<file path="src/rtl/pulse_monitor_pkg.sv">
// Shared types and default constants for the pulse monitor.
package pulse_monitor_pkg;

  typedef enum logic [1:0] {
    SWAIT = 2'd0,
    SMEAS = 2'd1,
    SLOCK = 2'd2,
    SLOST = 2'd3
  } pm_state_e;

  localparam int CNT_W_DEF   = 8;
  localparam int TIMEOUT_DEF = 16;
  localparam int LOCK_N_DEF  = 3;
  localparam int MATCH_W     = 4;

endpackage

</file>
<file path="src/rtl/pulse_edge_det.sv">
// Rising-edge detector: one history flop, combinational rise flag.
module pulse_edge_det (
  input  logic clk_i,
  input  logic rst_i,
  input  logic pulse_i,
  output logic rise_o
);

  logic hist_q;

  always_ff @(posedge clk_i or posedge rst_i) begin
    if (rst_i) begin
      hist_q <= 1'b0;
    end else begin
      hist_q <= pulse_i;
    end
  end

  assign rise_o = pulse_i & ~hist_q;

endmodule

</file>
<file path="src/rtl/pulse_monitor.sv">
// Pulse-train monitor: edge count, period measurement, lock and loss-of-pulse detection.
// Define PULSE_MONITOR_HIST_EN to add the MIN_PERIOD/MAX_PERIOD history outputs.
module pulse_monitor
  import pulse_monitor_pkg::*;
#(
  parameter int CNT_W   = CNT_W_DEF,
  parameter int TIMEOUT = TIMEOUT_DEF,
  parameter int LOCK_N  = LOCK_N_DEF
) (
  input  logic             CLK,
  input  logic             RST,
  input  logic             PULSE,
  input  logic             CLR,
  output logic             EDGE,
  output logic [CNT_W-1:0] COUNT,
  output logic [CNT_W-1:0] PERIOD,
  output logic             LOCKED,
`ifdef PULSE_MONITOR_HIST_EN
  output logic [CNT_W-1:0] MIN_PERIOD,
  output logic [CNT_W-1:0] MAX_PERIOD,
`endif
  output logic             TIMEOUT_FLAG
);

  localparam logic [CNT_W-1:0]   CNT_MAX   = '1;
  localparam logic [CNT_W-1:0]   TO_GAP    = CNT_W'(TIMEOUT - 1);
  localparam logic [MATCH_W-1:0] MATCH_MAX = '1;
  localparam logic [MATCH_W-1:0] LOCK_CNT  = MATCH_W'(LOCK_N);

  function automatic logic [CNT_W-1:0] sat_inc(input logic [CNT_W-1:0] v);
    return (v == CNT_MAX) ? v : v + 1'b1;
  endfunction

  logic               rise;
  pm_state_e          state_q, state_d;
  logic [CNT_W-1:0]   gap_q, gap_d;
  logic [CNT_W-1:0]   count_q, count_d;
  logic [CNT_W-1:0]   period_q, period_d;
  logic [MATCH_W-1:0] match_q, match_d;
  logic               tflag_q, tflag_d;
  logic               edge_q, edge_d;
  logic               locked_q, locked_d;
  logic [CNT_W-1:0]   meas;
  logic [MATCH_W-1:0] match_inc;
`ifdef PULSE_MONITOR_HIST_EN
  logic [CNT_W-1:0]   min_q, min_d;
  logic [CNT_W-1:0]   max_q, max_d;
`endif

  pulse_edge_det u_edge_det (
    .clk_i   (CLK),
    .rst_i   (RST),
    .pulse_i (PULSE),
    .rise_o  (rise)
  );

  // Interval since the previous rise, counting the rise cycle itself.
  assign meas      = sat_inc(gap_q);
  assign match_inc = (match_q == MATCH_MAX) ? match_q : match_q + 1'b1;

  always_ff @(posedge CLK or posedge RST) begin
    if (RST) begin
      state_q  <= SWAIT;
      gap_q    <= '0;
      count_q  <= '0;
      period_q <= '0;
      match_q  <= '0;
      tflag_q  <= 1'b0;
      edge_q   <= 1'b0;
      locked_q <= 1'b0;
`ifdef PULSE_MONITOR_HIST_EN
      min_q    <= '1;
      max_q    <= '0;
`endif
    end else begin
      state_q  <= state_d;
      gap_q    <= gap_d;
      count_q  <= count_d;
      period_q <= period_d;
      match_q  <= match_d;
      tflag_q  <= tflag_d;
      edge_q   <= edge_d;
      locked_q <= locked_d;
`ifdef PULSE_MONITOR_HIST_EN
      min_q    <= min_d;
      max_q    <= max_d;
`endif
    end
  end

  always_comb begin
    state_d  = state_q;
    gap_d    = sat_inc(gap_q);
    count_d  = count_q;
    period_d = period_q;
    match_d  = match_q;
    tflag_d  = tflag_q;
    edge_d   = 1'b0;
`ifdef PULSE_MONITOR_HIST_EN
    min_d    = min_q;
    max_d    = max_q;
`endif
    if (CLR) begin
      // Clear wins over a coincident rise; that rise is dropped entirely.
      state_d  = SWAIT;
      gap_d    = '0;
      count_d  = '0;
      period_d = '0;
      match_d  = '0;
      tflag_d  = 1'b0;
`ifdef PULSE_MONITOR_HIST_EN
      min_d    = '1;
      max_d    = '0;
`endif
    end else if (rise) begin
      edge_d  = 1'b1;
      gap_d   = '0;
      count_d = count_q + 1'b1;
      case (state_q)
        SWAIT, SLOST: begin
          match_d = '0;
          state_d = SMEAS;
        end
        SMEAS, SLOCK: begin
          period_d = meas;
`ifdef PULSE_MONITOR_HIST_EN
          if (meas < min_q) min_d = meas;
          if (meas > max_q) max_d = meas;
`endif
          if ((meas == period_q) && (period_q != '0)) begin
            match_d = match_inc;
            if ((state_q == SMEAS) && (match_inc >= LOCK_CNT)) state_d = SLOCK;
          end else begin
            match_d = '0;
            state_d = SMEAS;
          end
        end
        default: state_d = SWAIT;
      endcase
    end else if (((state_q == SMEAS) || (state_q == SLOCK)) && (gap_q == TO_GAP)) begin
      state_d = SLOST;
      tflag_d = 1'b1;
    end
    locked_d = (state_d == SLOCK);
  end

  assign EDGE         = edge_q;
  assign COUNT        = count_q;
  assign PERIOD       = period_q;
  assign LOCKED       = locked_q;
  assign TIMEOUT_FLAG = tflag_q;
`ifdef PULSE_MONITOR_HIST_EN
  assign MIN_PERIOD   = min_q;
  assign MAX_PERIOD   = max_q;
`endif

endmodule

</file>
<file path="config.mk">
export PLATFORM = sky130hd
export DESIGN_NAME = pulse_monitor
export DESIGN_NICKNAME = d
export VERILOG_FILES = /design/src/rtl/pulse_monitor_pkg.sv /design/src/rtl/pulse_edge_det.sv /design/src/rtl/pulse_monitor.sv
export SDC_FILE = /design/constraint.sdc
export NUM_CORES = 1
export LEC_CHECK = 0
export CAP_MARGIN = 20
export CORE_MARGIN = 1.5
export CORE_UTILIZATION = 55
export DETAILED_ROUTE_END_ITERATION = 16
export GPL_ROUTABILITY_DRIVEN = 0
export PLACE_DENSITY = 0.81
export RECOVER_POWER = 100
export REMOVE_ABC_BUFFERS = 1
export SYNTH_ARGS = -nofsm -noshare
export SYNTH_HDL_FRONTEND = slang
export SYNTH_HIERARCHICAL = 1
export SYNTH_SLANG_ARGS = --single-unit
</file>
<file path="constraint.sdc">
create_clock -name CLK -period 3.2 [get_ports CLK]
set_input_delay 0.64 -clock CLK [delete_from_list [all_inputs] [get_ports CLK]]
set_output_delay 0.64 -clock CLK [all_outputs]
set_load 0.05 [all_outputs]
</file>
==> results.sh, run 1 <==
export IMPL_status="finished, violations left"
export IMPL_violations="max-capacitance violations, max-slew violations"
export IMPL_hold_ws_ps=537
export IMPL_die_area_mm2=0.00391
export IMPL_worstMarginPinSlew_ps=1830
export IMPL_dp_cells=278
export IMPL_viasPerCell=6.17
export IMPL_syn_area_per_cell_um2=9.07
export IMPL_gr_total_overflow=0
export IMPL_final_nets=247
export IMPL_holdCritPathClass="flip-flop to flip-flop"
export IMPL_leakage_nw=0.995
export IMPL_syn_to_final_growth_pct=14.0
export IMPL_cp_end_kind="flip-flop"
export IMPL_yosysTopAreaCellShare_pct=43.6
export IMPL_grt_pass1_vias=1697
export IMPL_cellPowerDensity_mw_per_mm2=341
export IMPL_critPathRequiredTime_ps=3460
export IMPL_critPathKind="flip-flop to flip-flop"
export IMPL_synth_warnings=6
export IMPL_arrival_ps=3200
export IMPL_postSynthCellCount=215
export IMPL_synth_common_cells="34 x dfrtp_1, 22 x nor2_1, 21 x nand2_1"
export IMPL_fin_util_pct=66.1
export IMPL_vias=1753
export IMPL_routed_wl_met3_um=246
export IMPL_ys_flop_type="dfrtp_1"
export IMPL_regToRegSetupSlack_ps=260
export IMPL_clock_power_share_pct=31.2
export IMPL_dp_slack_ps=255
export IMPL_critPathLaunchType="flip-flop"
export IMPL_p_switching_mw=0.197
export IMPL_drcViolationCount=0
export IMPL_finalCritPeriodShare_pct=91.8
export IMPL_rsz0062_at_grt="false"
export IMPL_final_layout_size_suffix_gt1_share_pct=4.62
export IMPL_cp_startpoint="gap_q[0]"
export IMPL_drt_iter0_drc=121
export IMPL_max_freq_mhz=340
export IMPL_fin_ws_ps=262
export IMPL_yosysTopAreaCell="dfrtp_1"
export IMPL_clockRootBuffer="clkbuf_4"
export IMPL_core_mm2=0.00336
export IMPL_switching_share_pct=26.0
export IMPL_dr_pass1_iters=5
export IMPL_die_h_um=62.5
export IMPL_synth_edf_count=0
export IMPL_p_int_mw=0.560
export IMPL_initial_core_util_pct=58.0
export IMPL_reg2reg_from="gap_q[0]"
export IMPL_portBuffers=22
export IMPL_clkLatencyLatePin_ps=340
export IMPL_drt_wl_total_um=4490
export IMPL_synth_cell_types=49
export IMPL_cts_setup_buffers=0
export IMPL_wl_met2_um=2040
export IMPL_cts_tree="built"
export IMPL_max_cap_viol_count=1
export IMPL_ant_nets=0
export IMPL_antenna_found_initial=0
export IMPL_fin_crit_ps=2940
export IMPL_n_antenna_cell=0
export IMPL_cts_buffer_depth=2
export IMPL_syn_area_mm2=0.00195
export IMPL_pwr_share_comb_pct=10.2
export IMPL_highest_layer="met4"
export IMPL_finalNonFillerCells=284
export IMPL_track_usage_pct=25.1
export IMPL_cts_buffers=5
export IMPL_grt_pass1_wl_um=7740
export IMPL_clock_sinks=34
export IMPL_ys_top_cells_by_area="dfrtp_1 44%, nor2_1 4.2%, a21oi_1 4.1%"
export IMPL_worst_r2r_cell_count=8
export IMPL_crit_path_max_fanout=9
export IMPL_async_flop_share_pct=100
export IMPL_peakVddDrop_uv=254
export IMPL_multi_input_area_um2=978
export IMPL_ys_seq_area_share_pct=43.6
export IMPL_yosysMostFrequentCell="dfrtp_1"
export IMPL_rows=21
export IMPL_met1_length_um=2070
export IMPL_hold_violations=0
export IMPL_seqCellArea_um2=851
export IMPL_setup_viol=0
export IMPL_max_slew_margin_pct=-21.8
export IMPL_slew_viol_final=34
export IMPL_synth_seq_cells=34
export IMPL_power_share_sequential_pct=58.6
export IMPL_setup_tns_ps=0
export IMPL_die_width_um=62.5
export IMPL_r2r_end="state_q[1]"
export IMPL_grt_max_degree=34
export IMPL_hpwl_um=3120
export IMPL_htreeDepth=2
export IMPL_fill_cells=310
export IMPL_io_pins=23
export IMPL_skew_ps=5.71
export IMPL_post_drt_wl_per_cell_um=15.8
export IMPL_cts_hold_buf=0
export IMPL_crit_end="state_q[1]"
export IMPL_cts_reportedPaths_clkPinSlew_ps=100
export IMPL_post_cts_resized=0
-- cell type report --
cell class	instances	share of cell area, %
clock buffer	6	2.31
inverter	10	1.69
multi-input combinational	161	44.0
sequential	34	38.3
tap	46	2.59
timing repair buffer	27	11.1
-- cell families after synthesis --
kind of cell | after synthesis | synth area share [%]
DFF | 34 | 43.6
buffers and inverters | 20 | 5.71
AOI/OAI and AO/OA | 52 | 17.5
muxes | 2 | 1.03
adders and majority gates | 4 | 2.57
and+or+nand+nor | 93 | 25.1
xor gates and xnor gates | 10 | 4.49
-- layout by cell type, fill, tap and decap left out, types with 4 or more instances in the layout --
cell | Yosys | routed
dlygate4sd3_1 | 0 | 21
o21ai_0 | 9 | 9
clkbuf_4 | 0 | 5
xor2_1 | 4 | 4
a21oi_1 | 16 | 16
nor4_1 | 4 | 4
nor3_1 | 6 | 6
ha_1 | 4 | 4
nand3_1 | 8 | 8
inv_1 | 10 | 10
nand4_1 | 5 | 5
and3_1 | 5 | 6
dfrtp_1 | 34 | 34
nand2_1 | 21 | 21
xnor2_1 | 6 | 6
a31oi_1 | 5 | 5
and2_0 | 0 | 4
nor2_1 | 22 | 22
-- power groups by stage --
stage	logic [mW]	clock network (mW)	registers (mW)
6_report	0.0775	0.236	0.443
5_1_grt	0.0855	0.261	0.445
4_1_cts	0.0805	0.240	0.444
3_5_place_dp	0.0801	0	0.452
3_3_place_gp	0.0794	0	0.452
2_1_floorplan	0.0393	0	0.461
-- worst max-delay path, stage by stage (launching register included) --
cell	delay, ps
dfrtp_1	450
ha_1	300
and3_1	300
a221o_2	380
o211ai_1	120
o2111ai_1	200
or4_1	680
or2_0	290
a31oi_1	140
-- worst min path at each step --
stage | end | cells after the start | from | slack (ps)
2_1_floorplan | u_edge_det/hist_q | 1 | RST | 370
3_3_place_gp | TIMEOUT_FLAG | 2 | TIMEOUT_FLAG | 510
3_5_place_dp | TIMEOUT_FLAG | 2 | TIMEOUT_FLAG | 530
4_1_cts | u_edge_det/hist_q | 2 | RST | 440
5_1_grt | TIMEOUT_FLAG | 2 | TIMEOUT_FLAG | 550
6_report | TIMEOUT_FLAG | 2 | TIMEOUT_FLAG | 540
-- routing by layer --
metal	vias to the layer above	track usage, %
li1	825	-
met1	841	34.1
met2	68	38.2
met3	19	6.31
met4	0	11.1
met5	-	0
-- metrics by stage --
stage | instance area [um2] | power (mW)
floorplan | 1880 | 0.500
global placement | 2190 | 0.531
detailed placement | 2190 | 0.532
CTS | 2240 | 0.764
global route | 2220 | 0.791
finish | 2220 | 0.757
-- state kept, by name, indices dropped and copies added, names as in the netlist --
register / flops
EDGE: 1
match_q: 4
state_q: 2
LOCKED: 1
PERIOD: 8
TIMEOUT_FLAG: 1
u_edge_det/hist_q: 1
COUNT: 8
gap_q: 8
Note: power is estimated with default switching activity, not from simulation.
==> run 2, diff against run 1 <==
Settings changed: CORE_UTILIZATION 55 to 60, DONT_BUFFER_PORTS from default to 1, PLACE_DENSITY 0.81 to 0.78.
==> results.sh, run 2 (synthesis gave the netlist of run 1 again) <==
export IMPL_clock_sinks=34
export IMPL_die_h_um=60
export IMPL_cts_buffers=5
export IMPL_skew_ps=15.2
export IMPL_rsz0062_at_grt="false"
export IMPL_die_width_um=60
export IMPL_vias=1677
export IMPL_cts_setup_buffers=0
export IMPL_cp_slowest_cell="or4_1"
export IMPL_cts_reportedPaths_clkPinSlew_ps=110
export IMPL_critPathLaunchType="flip-flop"
export IMPL_violations="max-capacitance violations, max-slew violations"
export IMPL_critPathKind="flip-flop to flip-flop"
export IMPL_r2r_end="state_q[1]"
export IMPL_worstMarginPinSlew_ps=1740
export IMPL_clockRootBuffer="clkbuf_4"
export IMPL_cts_hold_buf=1
export IMPL_fin_crit_ps=2910
export IMPL_reg2reg_from="gap_q[0]"
export IMPL_gr_total_overflow=0
export IMPL_leakage_nw=0.864
export IMPL_fill_cells=269
export IMPL_die_area_mm2=0.00360
export IMPL_clkLatencyLatePin_ps=350
export IMPL_slew_viol_final=34
export IMPL_cts_buffer_depth=2
export IMPL_cp_startpoint="gap_q[0]"
export IMPL_status="finished, violations left"
export IMPL_worst_r2r_cell_count=7
export IMPL_syn_to_final_growth_pct=3.72
export IMPL_critPathRequiredTime_ps=3470
export IMPL_holdCritPathClass="primary input to flip-flop"
export IMPL_setup_tns_ps=0
export IMPL_regToRegSetupSlack_ps=290
export IMPL_antenna_found_initial=0
export IMPL_track_usage_pct=29.2
export IMPL_portBuffers=0
export IMPL_hold_violations=0
export IMPL_viasPerCell=6.33
export IMPL_setup_viol=0
export IMPL_hpwl_um=3230
export IMPL_n_antenna_cell=0
export IMPL_dr_pass1_iters=8
export IMPL_final_common_cell="dfrtp_1"
export IMPL_crit_path_max_fanout=8
export IMPL_grt_max_degree=34
export IMPL_drcViolationCount=0
export IMPL_max_freq_mhz=344
export IMPL_hold_ws_ps=304
export IMPL_grt_pass1_wl_um=7660
export IMPL_initial_core_util_pct=63.3
export IMPL_cellPowerDensity_mw_per_mm2=378
export IMPL_post_cts_resized=0
export IMPL_drt_iter0_drc=135
export IMPL_crit_end="state_q[1]"
export IMPL_core_mm2=0.00308
export IMPL_cts_tree="built"
export IMPL_htreeDepth=2
export IMPL_fin_ws_ps=290
export IMPL_max_cap_viol_count=1
export IMPL_holdPathStages=0
export IMPL_peakVddDrop_uv=260
export IMPL_io_pins=23
export IMPL_rows=20
export IMPL_layout_common_cells="34 x dfrtp_1, 22 x nor2_1, 21 x nand2_1"
export IMPL_drt_wl_total_um=4470
export IMPL_final_layout_size_suffix_gt1_share_pct=5.43
export IMPL_max_slew_margin_pct=-16.0
export IMPL_dp_slack_ps=365
export IMPL_critPathMaxStageDelay_ps=660
export IMPL_crit_path_cell_trace="and4_1 -> nor3b_1 -> xnor2_1 -> a211o_1 -> or4_1 -> or2_0 -> a31oi_1"
export IMPL_ant_nets=0
export IMPL_finalCritPeriodShare_pct=90.9
export IMPL_arrival_ps=3180
export IMPL_grt_pass1_vias=1650
export IMPL_final_nets=228
export IMPL_cp_end_kind="flip-flop"
export IMPL_post_drt_wl_per_cell_um=16.9
run 2: cell types whose count changed in the layout (fill, tap and decap cells not counted), sizes merged:
| cell | previous run | this run |
|---|---|---|
| dlygate4sd3 | 21 | 1 |
| clkbuf | 9 | 12 |
| buf | 2 | 1 |
| clkdlybuf4s50 | 1 | 0 |
| clkinv | 0 | 1 |
| clkinvlp | 0 | 1 |
run 2: through the flow:
stage / area (um2) / power [mW] / utilization [%] / std cells
floorplan: 1880 / 0.500 / - / 205
detailed placement: 1980 / 0.519 / 64.4 / 256
global route: 2020 / 0.794 / 65.7 / 265
CTS: 2060 / 0.769 / 66.8 / 265
finish: 2020 / 0.765 / 65.7 / 265
global placement: 1980 / 0.514 / 64.4 / 256
run 2: power by group:
group          switching, mW  total [mW]  internal, mW
Combinational         0.0369      0.0566        0.0198
Clock                  0.150       0.255         0.106
Sequential            0.0171       0.453         0.436
run 2: area by class of cell:
cell class	instances	area (um2)	share of cell area (%)
Timing Repair Buffer	8	40.0	1.98
Multi-Input combinational cell	161	975	48.2
Inverter	10	37.5	1.86
Sequential cell	34	851	42.1
Clock buffer	6	51.3	2.54
Clock inverter	2	12.5	0.619
Tap cell	44	55.1	2.72
run 2: critical path: cells and delay by family (launching register included):
kind,cells,cell delay (ps)
and+or+nand+nor,4,1750
AOI/OAI and AO/OA,2,520
DFF,1,450
xor gates and xnor gates,1,130
run 2: routing by layer:
layer  share of wire [%]  global-route usage (%)  routed length, um  vias to the layer above
met3                 7.1                    8.23                319                       21
met1                  42                    37.5               1880                      787
li1                    -                       -                  -                      787
met4                 2.7                    10.5                120                        0
met2                  48                    47.0               2150                       82
met5                   0                       0                  0                        -
run 2: how the worst min path moves through the flow:
stage | from | end | slack (ps)
3_5_place_dp | RST | u_edge_det/hist_q | 380
6_report | PULSE | u_edge_det/hist_q | 300
4_1_cts | RST | PERIOD[0] | 260
2_1_floorplan | RST | u_edge_det/hist_q | 370
3_3_place_gp | RST | u_edge_det/hist_q | 370
5_1_grt | PULSE | u_edge_det/hist_q | 290
